### src/rtl/hazard_ctl_if.sv
// Pipeline-side view of the interlock controller: hazard inputs from ID/EX/MEM, advance controls back.
// The controller is combinational on these signals, except muldiv_busy and stall_cnt, which are registered.
interface hazard_ctl_if #(
  parameter int CNT_W = 16
);
  logic [4:0]       id_rs_rn;
  logic             id_rs_use;
  logic [4:0]       id_rt_rn;
  logic             id_rt_use;
  logic             ex_load;
  logic [4:0]       ex_wr_rn;
  logic             id_muldiv_start;
  logic             id_hilo_read;
  logic             dmem_wait;
  logic             flush_req;
  logic             pc_hold;
  logic             id_hold;
  logic             ex_bubble;
  logic             mem_hold;
  logic             id_flush;
  logic             muldiv_busy;
  logic [CNT_W-1:0] stall_cnt;

  modport master (
    output id_rs_rn, id_rs_use, id_rt_rn, id_rt_use, ex_load, ex_wr_rn,
           id_muldiv_start, id_hilo_read, dmem_wait, flush_req,
    input  pc_hold, id_hold, ex_bubble, mem_hold, id_flush, muldiv_busy, stall_cnt
  );

  modport slave (
    input  id_rs_rn, id_rs_use, id_rt_rn, id_rt_use, ex_load, ex_wr_rn,
           id_muldiv_start, id_hilo_read, dmem_wait, flush_req,
    output pc_hold, id_hold, ex_bubble, mem_hold, id_flush, muldiv_busy, stall_cnt
  );
endinterface

### src/rtl/hazard_ctl.sv
// Pipeline interlock: same-cycle hold/bubble/flush decisions, mul/div occupancy tracking, stall statistics.
// Outputs are combinational (0-cycle latency); dmem_wait freezes everything and outranks flush and interlocks.
module hazard_ctl #(
  parameter int MULDIV_CYCLES = 33,
  parameter int CNT_W         = 16
) (
  input  logic        clk,
  input  logic        rst,
  hazard_ctl_if.slave bus
);
  localparam int MD_W = $clog2(MULDIV_CYCLES);

  typedef enum logic {MD_IDLE, MD_BUSY} md_state_t;

  md_state_t        md_state;
  logic [MD_W-1:0]  md_cnt;
  logic [CNT_W-1:0] stall_q;

  logic lu;
  logic md;
  logic busy;
  logic pc_hold;
  logic id_hold;
  logic ex_bubble;
  logic mem_hold;
  logic id_flush;
  logic start_ok;

  assign busy = (md_state == MD_BUSY);

  // A load writing r0 never produces data, so it cannot create a dependence.
  assign lu = bus.ex_load && (bus.ex_wr_rn != 5'd0) &&
              ((bus.id_rs_use && (bus.id_rs_rn == bus.ex_wr_rn)) ||
               (bus.id_rt_use && (bus.id_rt_rn == bus.ex_wr_rn)));
  assign md = busy && (bus.id_hilo_read || bus.id_muldiv_start);

  always_comb begin
    pc_hold   = 1'b0;
    id_hold   = 1'b0;
    ex_bubble = 1'b0;
    mem_hold  = 1'b0;
    id_flush  = 1'b0;
    if (rst) begin
      if (bus.dmem_wait) begin
        pc_hold  = 1'b1;
        id_hold  = 1'b1;
        mem_hold = 1'b1;
      end else if (bus.flush_req) begin
        id_flush = 1'b1;
      end else if (lu || md) begin
        pc_hold   = 1'b1;
        id_hold   = 1'b1;
        ex_bubble = 1'b1;
      end
    end
  end

  // An issue only counts when the mul/div instruction actually leaves ID this cycle.
  assign start_ok = (md_state == MD_IDLE) && bus.id_muldiv_start &&
                    !(pc_hold || id_hold || ex_bubble || mem_hold || id_flush);

  always_ff @(posedge clk or negedge rst) begin
    if (!rst) begin
      md_state <= MD_IDLE;
      md_cnt   <= '0;
      stall_q  <= '0;
    end else begin
      case (md_state)
        MD_IDLE: begin
          if (start_ok) begin
            md_state <= MD_BUSY;
            md_cnt   <= MD_W'(MULDIV_CYCLES - 1);
          end
        end
        MD_BUSY: begin
          // The unit runs free of the pipeline: no freeze or flush pauses the countdown.
          if (md_cnt == '0) begin
            md_state <= MD_IDLE;
          end else begin
            md_cnt <= md_cnt - 1'b1;
          end
        end
        default: begin
          md_state <= MD_IDLE;
          md_cnt   <= '0;
        end
      endcase

      if (pc_hold && (stall_q != {CNT_W{1'b1}})) begin
        stall_q <= stall_q + 1'b1;
      end
    end
  end

  assign bus.pc_hold     = pc_hold;
  assign bus.id_hold     = id_hold;
  assign bus.ex_bubble   = ex_bubble;
  assign bus.mem_hold    = mem_hold;
  assign bus.id_flush    = id_flush;
  assign bus.muldiv_busy = busy;
  assign bus.stall_cnt   = stall_q;
endmodule

### src/flat_wrapper.sv
// flat-port wrapper written by rule: the top's interface ports become plain ports
module hazard_ctl_flat 
#(
  parameter int MULDIV_CYCLES = 33,
  parameter int CNT_W         = 16
)
  (clk, rst, bus_id_rs_rn, bus_id_rs_use, bus_id_rt_rn, bus_id_rt_use, bus_ex_load, bus_ex_wr_rn, bus_id_muldiv_start, bus_id_hilo_read, bus_dmem_wait, bus_flush_req, bus_pc_hold, bus_id_hold, bus_ex_bubble, bus_mem_hold, bus_id_flush, bus_muldiv_busy, bus_stall_cnt);
  hazard_ctl_if #(.CNT_W(CNT_W)) bus_i ();
  input  logic clk;
  input  logic rst;
  input wire logic [$bits(bus_i.id_rs_rn)-1:0] bus_id_rs_rn;
  input wire logic [$bits(bus_i.id_rs_use)-1:0] bus_id_rs_use;
  input wire logic [$bits(bus_i.id_rt_rn)-1:0] bus_id_rt_rn;
  input wire logic [$bits(bus_i.id_rt_use)-1:0] bus_id_rt_use;
  input wire logic [$bits(bus_i.ex_load)-1:0] bus_ex_load;
  input wire logic [$bits(bus_i.ex_wr_rn)-1:0] bus_ex_wr_rn;
  input wire logic [$bits(bus_i.id_muldiv_start)-1:0] bus_id_muldiv_start;
  input wire logic [$bits(bus_i.id_hilo_read)-1:0] bus_id_hilo_read;
  input wire logic [$bits(bus_i.dmem_wait)-1:0] bus_dmem_wait;
  input wire logic [$bits(bus_i.flush_req)-1:0] bus_flush_req;
  output wire logic [$bits(bus_i.pc_hold)-1:0] bus_pc_hold;
  output wire logic [$bits(bus_i.id_hold)-1:0] bus_id_hold;
  output wire logic [$bits(bus_i.ex_bubble)-1:0] bus_ex_bubble;
  output wire logic [$bits(bus_i.mem_hold)-1:0] bus_mem_hold;
  output wire logic [$bits(bus_i.id_flush)-1:0] bus_id_flush;
  output wire logic [$bits(bus_i.muldiv_busy)-1:0] bus_muldiv_busy;
  output wire logic [$bits(bus_i.stall_cnt)-1:0] bus_stall_cnt;
  assign bus_i.id_rs_rn = bus_id_rs_rn;
  assign bus_i.id_rs_use = bus_id_rs_use;
  assign bus_i.id_rt_rn = bus_id_rt_rn;
  assign bus_i.id_rt_use = bus_id_rt_use;
  assign bus_i.ex_load = bus_ex_load;
  assign bus_i.ex_wr_rn = bus_ex_wr_rn;
  assign bus_i.id_muldiv_start = bus_id_muldiv_start;
  assign bus_i.id_hilo_read = bus_id_hilo_read;
  assign bus_i.dmem_wait = bus_dmem_wait;
  assign bus_i.flush_req = bus_flush_req;
  assign bus_pc_hold = bus_i.pc_hold;
  assign bus_id_hold = bus_i.id_hold;
  assign bus_ex_bubble = bus_i.ex_bubble;
  assign bus_mem_hold = bus_i.mem_hold;
  assign bus_id_flush = bus_i.id_flush;
  assign bus_muldiv_busy = bus_i.muldiv_busy;
  assign bus_stall_cnt = bus_i.stall_cnt;
  hazard_ctl #(.MULDIV_CYCLES(MULDIV_CYCLES), .CNT_W(CNT_W)) u_core (.clk(clk), .rst(rst), .bus(bus_i));
endmodule
### config.mk
export PLATFORM = sky130hd
export DESIGN_NAME = hazard_ctl_flat
export DESIGN_NICKNAME = d
export VERILOG_FILES = /design/src/rtl/hazard_ctl_if.sv /design/src/rtl/hazard_ctl.sv /design/src/flat_wrapper.sv
export SDC_FILE = /design/constraint.sdc
export NUM_CORES = 1
export LEC_CHECK = 0
export ABC_CLOCK_PERIOD_IN_PS = 2700
export CAP_MARGIN = 10
export CORE_MARGIN = 4
export CORE_UTILIZATION = 45
export DETAILED_ROUTE_END_ITERATION = 10
export PLACE_DENSITY = 0.8
export SYNTH_ARGS = -nofsm -noshare
export SYNTH_HDL_FRONTEND = slang
export SYNTH_SLANG_ARGS = --single-unit
### constraint.sdc
create_clock -name clk -period 2.7 [get_ports clk]
set_input_delay 0.405 -clock clk [delete_from_list [all_inputs] [get_ports clk]]
set_output_delay 0.405 -clock clk [all_outputs]
set_load 0.02 [all_outputs]
==> run_results.csv <==
group,metric,value,unit
floorplanning,core_area,0.00283,mm2
power_and_ir_drop,leakage,0.797,nW
drt,ant_nets,0,
drt,detail_route.wirelength,3.46,mm
setup_path,reg2reg_from,"u_core.bus.stall_cnt[0]",
setup_path,crit_fanout,3,
yosys,yosysUniqueCellTypes,39,
grt,antenna_found_initial,0,
grt,grt_max_degree,24,
grt,overflow,0,
clocking,cts_buffer_depth,2,
clocking,htree_levels,1,
setup_path,r2r_cells,7,
finish,fin_util,67.6,%
job,cap_violations,0,
yosys,synth-seq-area-share,42.4,%
grt,grt_use_total,18.8,%
power_and_ir_drop,swShare,40.4,%
sta,tightest_slew,640,ps
placed_design,placed_area,0.00188,mm2
worst_hold_path,hold_end,"u_core.bus.stall_cnt[2]",
floorplanning,die_area,0.00396,mm2
clocking,hold_buffers,0,
finish,area_growth,40.9,%
worst_hold_path,hold_depth,1,
finish,layout-drive-gt1-share,13.0,%
finish,final_area,0.00191,mm2
sta,fin_setup_tns,0,ps
sta,setup_violations,0,
yosys,synth-edff-count,0,
yosys,ys_warn_count,0,
sta,fmaxAchievable,388,MHz
drt,dr.pass1.iters,4,
setup_path,critical_path_class,"in -> out",
power_and_ir_drop,power.internal,0.812,mW
setup_path,cp_slowest_cell,"or4_1",
yosys,netlist_instances,125,
yosys,async_flop_share,100,%
placed_design,dp.cells,204,
yosys,syn-cell-area,0.00136,mm2
setup_path,r2r_slack,590,ps
sta,slew-limit-headroom,56.9,%
floorplanning,die_w,62.9,um
setup_path,cp_num_buf_inv,2,
worst_hold_path,hp-start,"u_core.bus.stall_cnt[2]",
placed_design,gp_congestion,0.899,
placed_design,port_buffers,45,
clocking,cts_setup_buffers,0,
power_and_ir_drop,vdd.ir_drop.worst,554,uV
grt,grt_pass1_vias,1244,
sta,hold_viol,0,
drt,vias,1131,
setup_path,slowest_delay,520,ps
setup_path,r2r_end,"u_core.bus.stall_cnt[1]",
power_and_ir_drop,power,1.36,mW
sta,rsz0062_at_grt,"no",
finish,fin_cells,208,
finish,antenna_cells,0,
yosys,synth.most_common_cell,"dfrtp_1",
setup_path,crit_family,"buffers and inverters",
placed_design,dp.final_hpwl,2.76,mm
floorplanning,dieHeight,62.9,um
power_and_ir_drop,seqPwrFrac,42.5,%
status,outcome,"completed",
setup_path,cp-start-kind,"input pin",
yosys,synth_ff_type,"dfrtp_1",
yosys,synth_nets,151,
setup_path,crit_arrival,2170,ps
worst_hold_path,hp-class,"reg -> reg",
finish,final_nets,204,
floorplanning,pin_count,46,
clocking,cts_root_buf,"clkbuf_4",
power_and_ir_drop,p_clk_share,12.3,%
grt,grt_pass1_wl,5.86,mm
sta,post-route-period-util,95.4,%
yosys,syn_area_per_cell,10.9,um2
power_and_ir_drop,cellPowerDensity,712,mW/mm2
finish,multi_input_area,746,um2
drt,drt_iter0_markers,18,
clocking,cts_tree,"yes",
yosys,synth.top_cell.area_share,42.4,%
setup_path,path_cells,"clkdlybuf4s50_1 > or4_1 > o21a_1 > nand2b_1 > o21ai_0 > dlygate4sd2_1",
sta,fin_crit,2570,ps
yosys,ys_top_cells_by_count,"dfrtp_1, xnor2_1, xor2_1",
sta,timing.hold.ws,520,ps
clocking,insertion_delay,320,ps
power_and_ir_drop,p_switching,0.550,mW
finish,num-fill-cells,242,
finish,regArea,576,um2
sta,skew,16.3,ps
drt,viasPerCell,5.44,
drt,avgRoutedWirePerCell,16.6,um
placed_design,place_ws,-327,ps
yosys,synth_seq_cells,23,
floorplanning,start_util,48.0,%
drt,drc,0,
yosys,synth_area_leaders,"dfrtp_1, xnor2_1, xor2_1",
setup_path,worst_setup_path_end_kind,"output pin",
power_and_ir_drop,p_comb_share,45.2,%
yosys,synth_top_area_cell,"dfrtp_1",
setup_path,worstPathRequired,2300,ps
clocking,cts_buffers,3,
sta,setup_slack,125,ps
sta,finalMaxSlewViolations,0,
clocking,clkTransAtPathRegs,140,ps
clocking,cts.sinks,23,
floorplanning,rows,19,
-- worst register-to-register path: stages (launching register included) --
cell and delay [ps]:
dfrtp_1 440, ha_1 220, and3_1 300, nand3_1 160, o21ai_0 150, o31ai_4 240
buf_12 190, mux2_2 340
-- area by class of cell --
type / count / area share (%)
multi-input cells: 94 / 39.0
flip-flops and latches: 23 / 30.1
repair buffers: 52 / 26.6
well taps: 31 / 2.03
clock buffers: 3 / 1.18
inverters: 4 / 0.785
clock inverters: 1 / 0.392
-- metal layers --
metal  track usage (%)  vias to the layer above  share of wire, %
met3              3.78                        4               5.4
li1                  -                      542                 -
met2              33.5                       40                52
met4              6.61                        0               1.3
met5                 0                        -                 0
met1              22.3                      545                41
-- kinds of logic after synthesis --
| family | Yosys count | synth area share, % |
|---|---|---|
| xor gates and xnor gates | 29 | 19.3 |
| buffers and inverters | 8 | 3.13 |
| DFF | 23 | 42.4 |
| adders and majority gates | 2 | 1.84 |
| and+or+nand+nor | 48 | 23.2 |
| muxes | 2 | 1.57 |
| AOI/OAI and AO/OA | 13 | 8.57 |
-- placed cells by master, fill, tap and decap left out, drive strengths merged, types with 2 or more instances in the layout --
master / n
dfrtp: 23
nand2b: 6
nand3: 4
nand2: 6
nor2: 5
ha: 2
clkdlybuf4s50: 42
nand4: 7
dlygate4sd2: 2
inv: 4
nor4: 3
and2: 3
clkbuf: 4
xor2: 10
buf: 7
and4: 3
xnor2: 19
a211oi: 2
and3: 7
o21ai: 3
-- sequential cells by signal (all words and copies together), names as in the netlist --
register,flops
u_core.md_cnt,6
u_core.bus.stall_cnt,16
u_core.bus.muldiv_busy,1
-- worst max-delay path by stage --
stage                     cells past startpoint       endpoint  slack (ps)             from
final                                         6    bus_pc_hold         130  bus_ex_wr_rn[3]
after CTS                                     7  bus_ex_bubble          20  bus_ex_wr_rn[3]
after floorplan                               5    bus_pc_hold         440  bus_ex_wr_rn[3]
after global placement                        7  bus_ex_bubble        -200  bus_ex_wr_rn[3]
after detailed placement                      7  bus_ex_bubble        -330  bus_ex_wr_rn[4]
after global routing                          6    bus_pc_hold          20  bus_ex_wr_rn[0]
-- power by group through the flow --
stage / Clock (mW) / Combinational, mW / Sequential, mW
after floorplan: 0 / 0.313 / 0.625
after global placement: 0 / 0.586 / 0.573
after detailed placement: 0 / 0.629 / 0.585
after CTS: 0.170 / 0.627 / 0.579
after global routing: 0.192 / 0.674 / 0.600
final: 0.167 / 0.616 / 0.579
-- what timing repair did --
item	4_1_cts	5_1_grt
cloned	0	0
pin swaps	0	0
resized for setup	4	3
endpoints found under the setup margin	3	1
Power figures use the tool's default switching activity.
